<file path="src/rtl/can_pkg.sv">
// Shared types and constants for the CAN bit destuffer.
package can_pkg;

   typedef enum logic [2:0] {IDLE, COUNT, EXPECT_STUFF, FIXED, ERROR} destuff_state_t;

   localparam logic CAN_RECESSIVE = 1'b1;
   localparam int   DEF_RUN_LEN   = 5;
   localparam int   DEF_FIXED_LEN = 4;

endpackage

</file>
<file path="src/rtl/can_bit_destuffer.sv">
// Removes dynamic and FD fixed stuff bits from the sampled CAN RX stream, flags stuff
// errors and counts dynamic stuff bits modulo 8.
module can_bit_destuffer
   import can_pkg::*;
#(
   parameter int RUN_LEN   = DEF_RUN_LEN,
   parameter int FIXED_LEN = DEF_FIXED_LEN,
   parameter bit FIXED_EN  = 1'b1
) (
   input  logic           clock,
   input  logic           reset,
   input  logic           sample_point,
   input  logic           rx_bit,
   input  logic           frame_start,
   input  logic           stuff_en,
   input  logic           fixed_mode,
   output logic           bit_out,
   output logic           bit_valid,
   output logic           stuff_bit,
   output logic           stuff_error,
   output logic           error_flag,
   output logic [2:0]     stuff_cnt,
   output destuff_state_t state_dbg
);

   localparam logic [3:0] RUN_LEN_W   = 4'(RUN_LEN);
   localparam logic [3:0] FIXED_LEN_W = 4'(FIXED_LEN);

   destuff_state_t state;
   destuff_state_t eff_state;
   logic [3:0]     run_cnt;
   logic [3:0]     fix_cnt;
   logic           prev_bit;
   logic [3:0]     base_run;
   logic [3:0]     base_fix;
   logic [2:0]     base_cnt;
   logic           base_prev;
   logic [3:0]     next_run;

   assign state_dbg = state;

   // frame_start re-initialises the context first, so a coincident strobe sees a fresh SOF.
   always_comb begin
      base_prev = frame_start ? CAN_RECESSIVE : prev_bit;
      base_run  = frame_start ? 4'd0 : run_cnt;
      base_fix  = frame_start ? 4'd0 : fix_cnt;
      base_cnt  = frame_start ? 3'd0 : stuff_cnt;
      eff_state = frame_start ? IDLE : state;
      if (eff_state != ERROR && !stuff_en) begin
         eff_state = IDLE;
      end else if (stuff_en && FIXED_EN && fixed_mode &&
                   (eff_state == COUNT || eff_state == EXPECT_STUFF)) begin
         // The strobe that switches to fixed stuffing carries the first fixed stuff bit.
         eff_state = FIXED;
         base_fix  = 4'd0;
      end else if (eff_state == FIXED && !(FIXED_EN && fixed_mode)) begin
         eff_state = COUNT;
      end
      next_run = (rx_bit == base_prev) ? base_run + 4'd1 : 4'd1;
   end

   always_ff @(posedge clock) begin
      if (reset) begin
         state       <= IDLE;
         run_cnt     <= 4'd1;
         fix_cnt     <= 4'd1;
         prev_bit    <= CAN_RECESSIVE;
         stuff_cnt   <= 3'd0;
         error_flag  <= 1'b0;
         bit_out     <= CAN_RECESSIVE;
         bit_valid   <= 1'b0;
         stuff_bit   <= 1'b0;
         stuff_error <= 1'b0;
      end else begin
         bit_valid   <= 1'b0;
         stuff_bit   <= 1'b0;
         stuff_error <= 1'b0;
         if (frame_start) begin
            state      <= IDLE;
            run_cnt    <= 4'd0;
            fix_cnt    <= 4'd0;
            prev_bit   <= CAN_RECESSIVE;
            stuff_cnt  <= 3'd0;
            error_flag <= 1'b0;
         end
         if (sample_point) begin
            case (eff_state)
               IDLE: begin
                  bit_out   <= rx_bit;
                  bit_valid <= 1'b1;
                  if (stuff_en) begin
                     prev_bit <= rx_bit;
                     run_cnt  <= 4'd1;
                     state    <= COUNT;
                  end else begin
                     state    <= IDLE;
                  end
               end
               COUNT: begin
                  bit_out   <= rx_bit;
                  bit_valid <= 1'b1;
                  prev_bit  <= rx_bit;
                  run_cnt   <= next_run;
                  state     <= (next_run == RUN_LEN_W) ? EXPECT_STUFF : COUNT;
               end
               EXPECT_STUFF: begin
                  if (rx_bit != base_prev) begin
                     stuff_bit <= 1'b1;
                     stuff_cnt <= base_cnt + 3'd1;
                     prev_bit  <= rx_bit;
                     run_cnt   <= 4'd1;
                     state     <= COUNT;
                  end else begin
                     stuff_error <= 1'b1;
                     error_flag  <= 1'b1;
                     state       <= ERROR;
                  end
               end
               FIXED: begin
                  run_cnt <= 4'd1;
                  if (base_fix == 4'd0) begin
                     if (rx_bit != base_prev) begin
                        stuff_bit <= 1'b1;
                        prev_bit  <= rx_bit;
                        fix_cnt   <= 4'd1;
                        state     <= FIXED;
                     end else begin
                        stuff_error <= 1'b1;
                        error_flag  <= 1'b1;
                        state       <= ERROR;
                     end
                  end else begin
                     // fix_cnt 1..FIXED_LEN numbers the data bits; 0 marks the stuff slot.
                     bit_out   <= rx_bit;
                     bit_valid <= 1'b1;
                     prev_bit  <= rx_bit;
                     fix_cnt   <= (base_fix == FIXED_LEN_W) ? 4'd0 : base_fix + 4'd1;
                     state     <= FIXED;
                  end
               end
               default: state <= ERROR;
            endcase
         end
      end
   end

endmodule

</file>
<file path="config.mk">
export PLATFORM = sky130hd
export DESIGN_NAME = can_bit_destuffer
export DESIGN_NICKNAME = d
export VERILOG_FILES = /design/src/rtl/can_pkg.sv /design/src/rtl/can_bit_destuffer.sv
export SDC_FILE = /design/constraint.sdc
export NUM_CORES = 1
export LEC_CHECK = 0
export BUFFER_PORTS_ARGS = -buffer_cell sky130_fd_sc_hd__buf_2
export CORE_ASPECT_RATIO = 1.4
export CORE_UTILIZATION = 56
export CTS_CLUSTER_SIZE = 40
export DETAILED_ROUTE_END_ITERATION = 8
export PLACE_DENSITY = 0.78
export SLEW_MARGIN = 40
export SYNTH_ARGS = -nofsm -noshare
export SYNTH_HDL_FRONTEND = slang
export SYNTH_SLANG_ARGS = --single-unit
</file>
<file path="constraint.sdc">
create_clock -name clock -period 2.7 [get_ports clock]
set_clock_uncertainty 0.1 [all_clocks]
set_input_delay 0.135 -clock clock [delete_from_list [all_inputs] [get_ports clock]]
set_output_delay 0.135 -clock clock [all_outputs]
set_load 0.03 [all_outputs]
</file>
# Word level (Yosys, flattened, before mapping)
# Index checks and enable logic that the tools add are counted.
# W data, S select, Z words.
# word_totals
regBits,20
input_bits,7
out_inout_bits,11
wordCells,89
# classes
add_sub_neg,3
eq_ne,12
mux,50
n_bitwise,1
reduce_logical,13
# op_table
operator,count
$mux W4,13
$mux W3,12
$mux W1,16
$pmux W4 S4,1
$eq A3 B2 Y1 const B,4
$pmux W3 S4,1
$pmux W1 S2,5
$add A4 B1 Y4 const B,2
$eq A4 B3 Y1 const B,2
$eq A3 B1 Y1 const B,2
$logic_and A1 B1 Y1,4
$logic_not A4 Y1,1
$pmux W1 S4,1
$reduce_or A2 Y1,2
$add A3 B1 Y3 const B,1
$logic_not A3 Y1,1
$ne A3 B3 Y1 const B,1
$reduce_and A3 Y1,1
$logic_not A1 Y1,2
$mux W2,1
$ne A2 B2 Y1 const B,1
$reduce_bool A2 Y1,1
$eq A1 B1 Y1,1
$logic_or A1 B1 Y1,1
other kinds (2),2

# Depth between registers and ports, before layout
# Gate-level depths: netlist of run 1.
# logic_depth
ltp_word,11
mapped_depth,10
depth_no_buf,9

# Least setup slack after synthesis of run 1
# No wires, ideal clock.
# synth_timing
kind,flip-flop to flip-flop
start,reg state[1] (netlist: state_dbg[1])
end,reg stuff_bit
setup_time_ns,0.115
arrival_time_ns,2.353
t_required_ns,2.485
setup_slack_ns,0.131
stages_incl_launch_ff,11
n_path_buf,1
period_less_slack_ns,2.569
cell_sequence,dfxtp_1 -> clkbuf_8 -> xor2_2 -> a31oi_1 -> nand2_1 -> ha_1 -> and2_1 -> a32o_1 -> nor4b_2 -> nor2_1 -> and3_1
# synth_via
elab_chain_cells,9
elab_cells_between_ends,19
cone_classes,eq/ne (6); mux (8); reduce/logical (5)
# synth_lines
element,line,text
from (decl),can_bit_destuffer.sv:29,destuff_state_t state;
from (signal assigned),can_bit_destuffer.sv:104,state <= (next_run == RUN_LEN_W) ? EXPECT_STUFF : COUNT;
$mux W3 (*),-,
$eq A3 B1 Y1 or $eq A3 B2 Y1 (tied branches),can_bit_destuffer.sv:52,(eff_state == COUNT || eff_state == EXPECT_STUFF)) begin
$logic_or A1 B1 Y1,can_bit_destuffer.sv:52,
$logic_and A1 B1 Y1,can_bit_destuffer.sv:51,end else if (stuff_en && FIXED_EN && fixed_mode &&
$mux W4,can_bit_destuffer.sv:51,
$mux W4,can_bit_destuffer.sv:49,if (eff_state != ERROR && !stuff_en) begin
$logic_not A4 Y1,can_bit_destuffer.sv:121,if (base_fix == 4'd0) begin
$mux W1,can_bit_destuffer.sv:121,
$pmux W1 S2 (*),can_bit_destuffer.sv:87,case (eff_state)
to (signal assigned),can_bit_destuffer.sv:72,stuff_bit <= 1'b0;
to (signal assigned),can_bit_destuffer.sv:108,stuff_bit <= 1'b1;
to (signal assigned),can_bit_destuffer.sv:123,stuff_bit <= 1'b1;
to (decl),can_bit_destuffer.sv:19,"output logic stuff_bit,"
# Every way passes the cells marked *; elsewhere a longest branch is shown, timed or not.
# A chain may end at the register's enable or synchronous reset.

# Worst setup path after layout of run 1
# layout_timing
start,reg state[0] (netlist: state_dbg[0])
end,reg stuff_bit
# The elaborated chain is that of the path after synthesis.

==> key figures, run 1 <==
Critical path
  – Reg2reg setup slack: 0.27 ns
  – Arrival time worst endpoint: 2.54 ns
  – Largest stage delay on the critical path: around 0.36 ns
  – CP Class: flip-flop to flip-flop
  – CP Cell Sequence: xor2_2, a31oi_1, nand2_1, ha_1, and2_1, a32o_1, nor4b_2, nor2_1, and3_1
  – CP Data Required Time: 2.81 ns
  – R2r startpoint: state_dbg[0]$_SDFF_PP0_
  – Slowest CP cell: dfxtp_1
  – Cells on worst reg2reg path: 9
  – Peak fanout along the critical path: 4
  – CP endpoint kind: flip-flop
  – Reg-to-reg endpoint: stuff_bit$_SDFF_PP0_
  – Startpoint Class: flip-flop

Layout
  – Non-filler cells in the finished layout: 206
  – Fin util: 0.665
  – Final instance area: 0.00146 sq mm
  – Ant. Diodes: 0
  – Share of cells above drive strength 1: 0.196
  – Area delta synth->final: 9.96%
  – Nets: about 200

Synth
  – Most numerous cell in the Yosys netlist: dfxtp_1
  – Synth warn: 0
  – Post-synth cell types: 50
  – Largest area contributor in the netlist: dfxtp_1
  – Number of synthesized register bits: 20
  – Main combinational cell family by area after synthesis: simple AND/OR/NAND/NOR gates
  – Post-synthesis compound-gate area fraction: 0.236
  – Synth Instances: approximately 170
  – Syn Nets: 177
  – XOR/XNOR Fraction of Synth Area: 0.0451
  – Synth Cell Area: 0.00133 sq mm
  – Top-area cell type share of the netlist area: 0.301
  – Top FF cell, synth: dfxtp_1
  – Post-synthesis mux area share: 0.0301
  – Mean Syn Cell Area: 8.07 sq um
  – Sequential element share of the synthesized area: 0.301
  – Async set-reset flop share out of synthesis: 0
  – Synth Area in Adders: 0.0470
  – Area share of and/or/nand/nor cells after synthesis: 0.270
  – Synth cell count leaders: 20 x dfxtp_1, 17 x nor2_1, 15 x nand2_1, 11 x o21ai_0
  – Top post-synthesis cells by area: dfxtp_1 30%, nor2_1 4.8%, ha_1 4.7%
  – Post-synth EDFFs: 0

Run status
  – Status: complete, no violations

Floorplan
  – Die width: 43.2 um
  – Die ar.: roughly 0.0026 sq mm
  – Cell Rows: 20
  – I/O pins: 18
  – Die Span Y: 59.7 um
  – Core ar.: 0.00220 sq mm
  – Initial core utilization: 0.605

Pwr
  – Maximum vdd drop: 308 uV
  – PwrDens: 397 mW/mm^2
  – Power Total: roughly 0.58 mW
  – LEAKAGE: slightly above 0.6 nW

Clocking
  – Clk buf depth: 2
  – H-tree depth: 1
  – Worst skew pair latency: 0.31 ns
  – TritonCTS clock tree: done
  – Root Driver: clkbuf_4
  – Total clock sinks: 20
  – CTS hold repair buffers: 0
  – Worst-path clk slew: about 0.13 ns
  – CTS Buf Count: 3
  – Postcts setup bufs: 0
  – Post_cts resized: 0

STA
  – RSZ-0062 raised after global routing: no
  – Final TNS setup: 0 ns
  – Max transition margin: 0.722
  – Slew @ Worst Pin: 0.414 ns
  – Tcrit/Tclk final: 0.901
  – Post-layout min period: roughly 2.4 ns
  – Fmax: 411 MHz
  – Final Hold Viols: 0
  – Final Max Slew Viols: 0
  – # setup viols final: 0

Global route
  – Largest net degree at the start of global routing: 15
  – Overflow after GRT: 0
  – Total Routing Usage GR: 0.273
  – Antenna violations before repair: 0
  – Wire length of the first global-routing pass: around 5400 um
  – Vias in the first global route: 1,285

Placement
  – DP Wirelength: 2480 um
  – Post-DP Area: 0.00143 sq mm
  – Post-Place Cells: roughly 200
  – Final RePlAce weighted congestion: around 0.9
  – Port Buffer Count: 17

Route
  – Drt wl/cell: between 15 and 20 um
  – Vias per cell: 6.49
  – Final wirelength: about 3400 um
  – Drt first pass iters: 4
  – Routed Antenna Nets: 0
  – Initial drt markers: 70
  – Post-route DRC: 0
  – DR vias: 1,336

Min path
  – Hold path depth: 2
  – WHS Endpoint: state_dbg[2]$_SDFF_PP0_
  – HP Class: input port to flip-flop
  – Hold_sp: reset

Run
  – Max Cap Viol: 0
[layout by cell type, fill, tap and decap left out, types with 3 or more instances in the layout]
master / instances
nand4_1: 3
dfxtp_1: 20
nor3_1: 5
nand2_1: 15
ha_1: 5
a21oi_1: 7
nor2b_1: 5
buf_2: 17
mux2i_1: 4
o21ai_0: 11
buf_4: 7
a211oi_1: 4
nand3_1: 7
inv_1: 7
xnor2_1: 3
clkbuf_4: 3
a31oi_1: 3
nor2_1: 17
o211ai_1: 3
[final cells by class]
class                           instances  area [sq um]
Clock buffer                            4          36.3
Fill cell                             201           738
Inverter                                7          26.3
Multi-Input combinational cell        129           836
Sequential cell                        20           400
Tap cell                               22          27.5
Timing Repair Buffer                   24           138
[worst max path at each step]
stage	to	slack (ns)	from	depth (start not counted)
detailed placement	error_flag$_SDFF_PP0_	0.26	stuff_en	10
global placement	error_flag$_SDFF_PP0_	0.36	stuff_en	10
global route	fix_cnt[1]$_SDFF_PP0_	0.08	state_dbg[0]$_SDFF_PP0_	9
finish	stuff_bit$_SDFF_PP0_	0.27	state_dbg[0]$_SDFF_PP0_	9
floorplan	stuff_bit$_SDFF_PP0_	0.13	state_dbg[1]$_SDFF_PP0_	10
CTS	error_flag$_SDFF_PP0_	0.26	state_dbg[0]$_SDFF_PP0_	9
[through the flow]
step | hold slack, ns | setup slack (ns)
after floorplan | 0.176 | 0.131
after global placement | 0.355 | 0.362
after detailed placement | 0.360 | 0.260
after CTS | 0.0474 | 0.258
after global routing | 0.0746 | 0.0789
final | 0.0533 | 0.268
[per-layer routing]
layer	share of wire	up-vias	track usage
met3	0.061	14	0.0393
met4	0.030	0	0.169
li1	-	641	-
met1	0.40	615	0.304
met2	0.51	66	0.480
met5	0	-	0
[registers in the layout (all words and copies together) (netlist names), 3 cells and up]
name / count
stuff_cnt: 3
run_cnt: 4
state_dbg: 3
fix_cnt: 4
[critical path, delay by kind of cell, from the launching register on]
family,cells,cell delay [ns]
AND/OR/NAND/NOR,5,0.89
AO/OA/AOI/OAI,2,0.56
adder cells (fa/ha/maj),1,0.21
flip-flops,1,0.36
XOR/XNOR,1,0.20
[report_power, final]
group	leakage, nW	internal, mW	switching, mW
sequential	0.163	0.301	0.00452
clock	0.0210	0.0823	0.100
combinational	0.422	0.0319	0.0615
total	0.606	0.415	0.166
[cell families after synthesis]
family,after synthesis
XOR/XNOR,6
flip-flops,20
buffers and inverters,16
adder cells (fa/ha/maj),5
AO/OA/AOI/OAI,46
AND/OR/NAND/NOR,68
multiplexers,4
No activity file was read; power rests on OpenSTA's default activity.
==> run 2: changes to the inputs <==
- ABC_AREA: default -> 1
- CORE_UTILIZATION: 56 -> 57
- PLACE_DENSITY: 0.78 -> 0.79
==> run 2 against run 1 <==
Against the previous run:
- non-clock buffer count is 7 lower
- sequential share of layout area shrank 2.0 points
- clock-buffer cell count unchanged
==> key figures, run 2 <==
Run status
  – Status: complete, no violations

Floorplan
  – Cell Rows: 21
  – Core ar.: 0.00242 sq mm
  – Die width: about 45 um
  – Die Span Y: ~62 um
  – Die ar.: 0.00276 sq mm
  – I/O pins: 18
  – Initial core utilization: 0.602

Synth
  – Number of synthesized register bits: 20
  – Largest area contributor in the netlist: dfxtp_1
  – Mean Syn Cell Area: 6.77 sq um
  – Synth cell count leaders: 59 x nand2_1, 30 x inv_1, 20 x dfxtp_1, 19 x nor2_1, 16 x nand3_1
  – Top post-synthesis cells by area: dfxtp_1 28%, nand2_1 15%, inv_1 7.7%
  – Synth warn: 0
  – Synth Instances: 215
  – Async set-reset flop share out of synthesis: 0
  – Post-synth cell types: 30
  – Sequential element share of the synthesized area: 0.275
  – Top-area cell type share of the netlist area: 0.275
  – Top FF cell, synth: dfxtp_1
  – Post-synth EDFFs: 0
  – Synth Cell Area: between 0.001 and 0.0015 sq mm
  – Syn Nets: 227
  – Most numerous cell in the Yosys netlist: nand2_1

Route
  – DR vias: roughly 1,400
  – Post-route DRC: 0
  – Drt first pass iters: 4
  – Final wirelength: 3270 um
  – Vias per cell: approximately 5.3
  – Routed Antenna Nets: 0
  – Drt wl/cell: 12.3 um
  – Initial drt markers: 57

Pwr
  – PwrDens: between 300 and 400 mW/mm^2
  – Maximum vdd drop: 249 uV
  – LEAKAGE: around 0.8 nW

Critical path
  – CP endpoint kind: flip-flop
  – Worst Path Buf+Inv: 3
  – CP Class: flip-flop to flip-flop
  – WP depth: 13
  – Slowest CP cell: ha_1
  – CP Cell Sequence: nor2_1, inv_1, ha_1, inv_1, nand3_1, nor2_1, nand2_1, nand2_1, nand2_1, inv_1, nand2_1, nand2_1, a21oi_2
  – CP top delay family: simple AND/OR/NAND/NOR gates
  – Peak fanout along the critical path: 7
  – CP dominant cell by count: nand2_1
  – Cells on worst reg2reg path: 13
  – CP Data Required Time: 2.80 ns
  – Largest stage delay on the critical path: 0.37 ns
  – Startpoint Class: flip-flop
  – Arrival time worst endpoint: 2.21 ns

Run
  – Max Cap Viol: 0

STA
  – Fmax: 475 MHz
  – Final Max Slew Viols: 0
  – Final Hold Viols: 0
  – Slew @ Worst Pin: between 0.6 and 0.7 ns
  – Worst setup slack after layout: 0.594 ns
  – RSZ-0062 raised after global routing: no
  – Max transition margin: 0.558
  – Hold WS: 0.0496 ns
  – Post-layout min period: 2.11 ns
  – Final TNS setup: 0 ns
  – # setup viols final: 0
  – Tcrit/Tclk final: 0.780

Layout
  – Nets: 245
  – Largest regs: fix_cnt x4, run_cnt x4
  – Share of cells above drive strength 1: 0.211
  – Most frequent cells in the layout: 59 x nand2_1, 30 x inv_1, 20 x dfxtp_1
  – Ant. Diodes: 0
  – Area delta synth->final: 8.43%
  – Commonest non-fill, non-tap cell in the layout: nand2_1
  – Filler instances: 241

Clocking
  – Postcts setup bufs: 0
  – Clk buf depth: 2
  – Post_cts resized: 0
  – CTS Buf Count: 3
  – Root Driver: clkbuf_4
  – Worst-path clk slew: roughly 0.12 ns
  – H-tree depth: 1
  – Worst skew pair latency: 0.31 ns
  – Total clock sinks: 20
  – CTS hold repair buffers: 0
  – TritonCTS clock tree: done

Global route
  – Vias in the first global route: 1,212
  – Overflow after GRT: 0
  – Wire length of the first global-routing pass: roughly 5300 um
  – Antenna violations before repair: 0
  – Largest net degree at the start of global routing: 13
  – Total Routing Usage GR: 0.262

Min path
  – HP Class: input port to flip-flop
  – Hold path depth: 2

Placement
  – Dpl ws: around 0.56 ns
  – DP Wirelength: 2510 um
  – Port Buffer Count: 17
  – Final RePlAce weighted congestion: 0.900
==> run 2: logic make-up (layout without fill, tap and decap cells) <==
| logic type | count (synthesis) | after routing | synth area share |
|---|---|---|---|
| AND/OR/NAND/NOR | 118 | 118 | 0.398 |
| buffers and inverters | 36 | 53 | 0.116 |
| AO/OA/AOI/OAI | 35 | 35 | 0.162 |
| flip-flops | 20 | 20 | 0.275 |
| adder cells (fa/ha/maj) | 5 | 5 | 0.0430 |
| XOR/XNOR | 1 | 1 | 0.00602 |
==> run 2: cell type report <==
cell class	count	area (sq um)	area share
Tap cell	34	42.5	0.0270
Inverter	32	128	0.0809
Timing Repair Buffer	17	85.1	0.0539
Multi-Input combinational cell	159	886	0.561
Clock buffer	4	36.3	0.0230
Sequential cell	20	400	0.254
==> run 2: power by group <==
part	total, mW	internal, mW	switching (mW)
Clock	0.177	0.0823	0.0951
Sequential	0.308	0.303	0.00489
Combinational	0.112	0.0328	0.0794
Total	0.598	0.418	0.179
==> run 2: per-layer routing <==
layer  part of all wire  global-route usage  vias to the layer above  wire [um]
met5                  0                   0                        -          0
li1                   -                   -                      726          -
met1               0.44               0.329                      632       1430
met2               0.50               0.466                       44       1640
met4              0.019              0.0823                        0         62
met3              0.040              0.0289                       11        130
==> run 2: worst paths after layout <==
check                                        startpoint  slack [ns]                       to
worst min-delay path                              reset        0.05    run_cnt[2]$_SDFF_PP0_
worst min register to register  stuff_cnt[1]$_SDFF_PP0_        0.40  stuff_cnt[1]$_SDFF_PP0_
worst max register to register      prev_bit$_SDFF_PP1_        0.59  state_dbg[0]$_SDFF_PP0_
worst max-delay path                prev_bit$_SDFF_PP1_        0.59  state_dbg[0]$_SDFF_PP0_
==> run 2: per-stage QoR <==
step	util	instance area (sq um)	instances	total power [mW]
3_5_place_dp	0.638	1540	262	0.425
2_1_floorplan	-	1460	215	0.402
4_1_cts	0.653	1580	266	0.601
6_report	0.653	1580	266	0.598
3_3_place_gp	0.638	1540	262	0.426
5_1_grt	0.653	1580	266	0.625
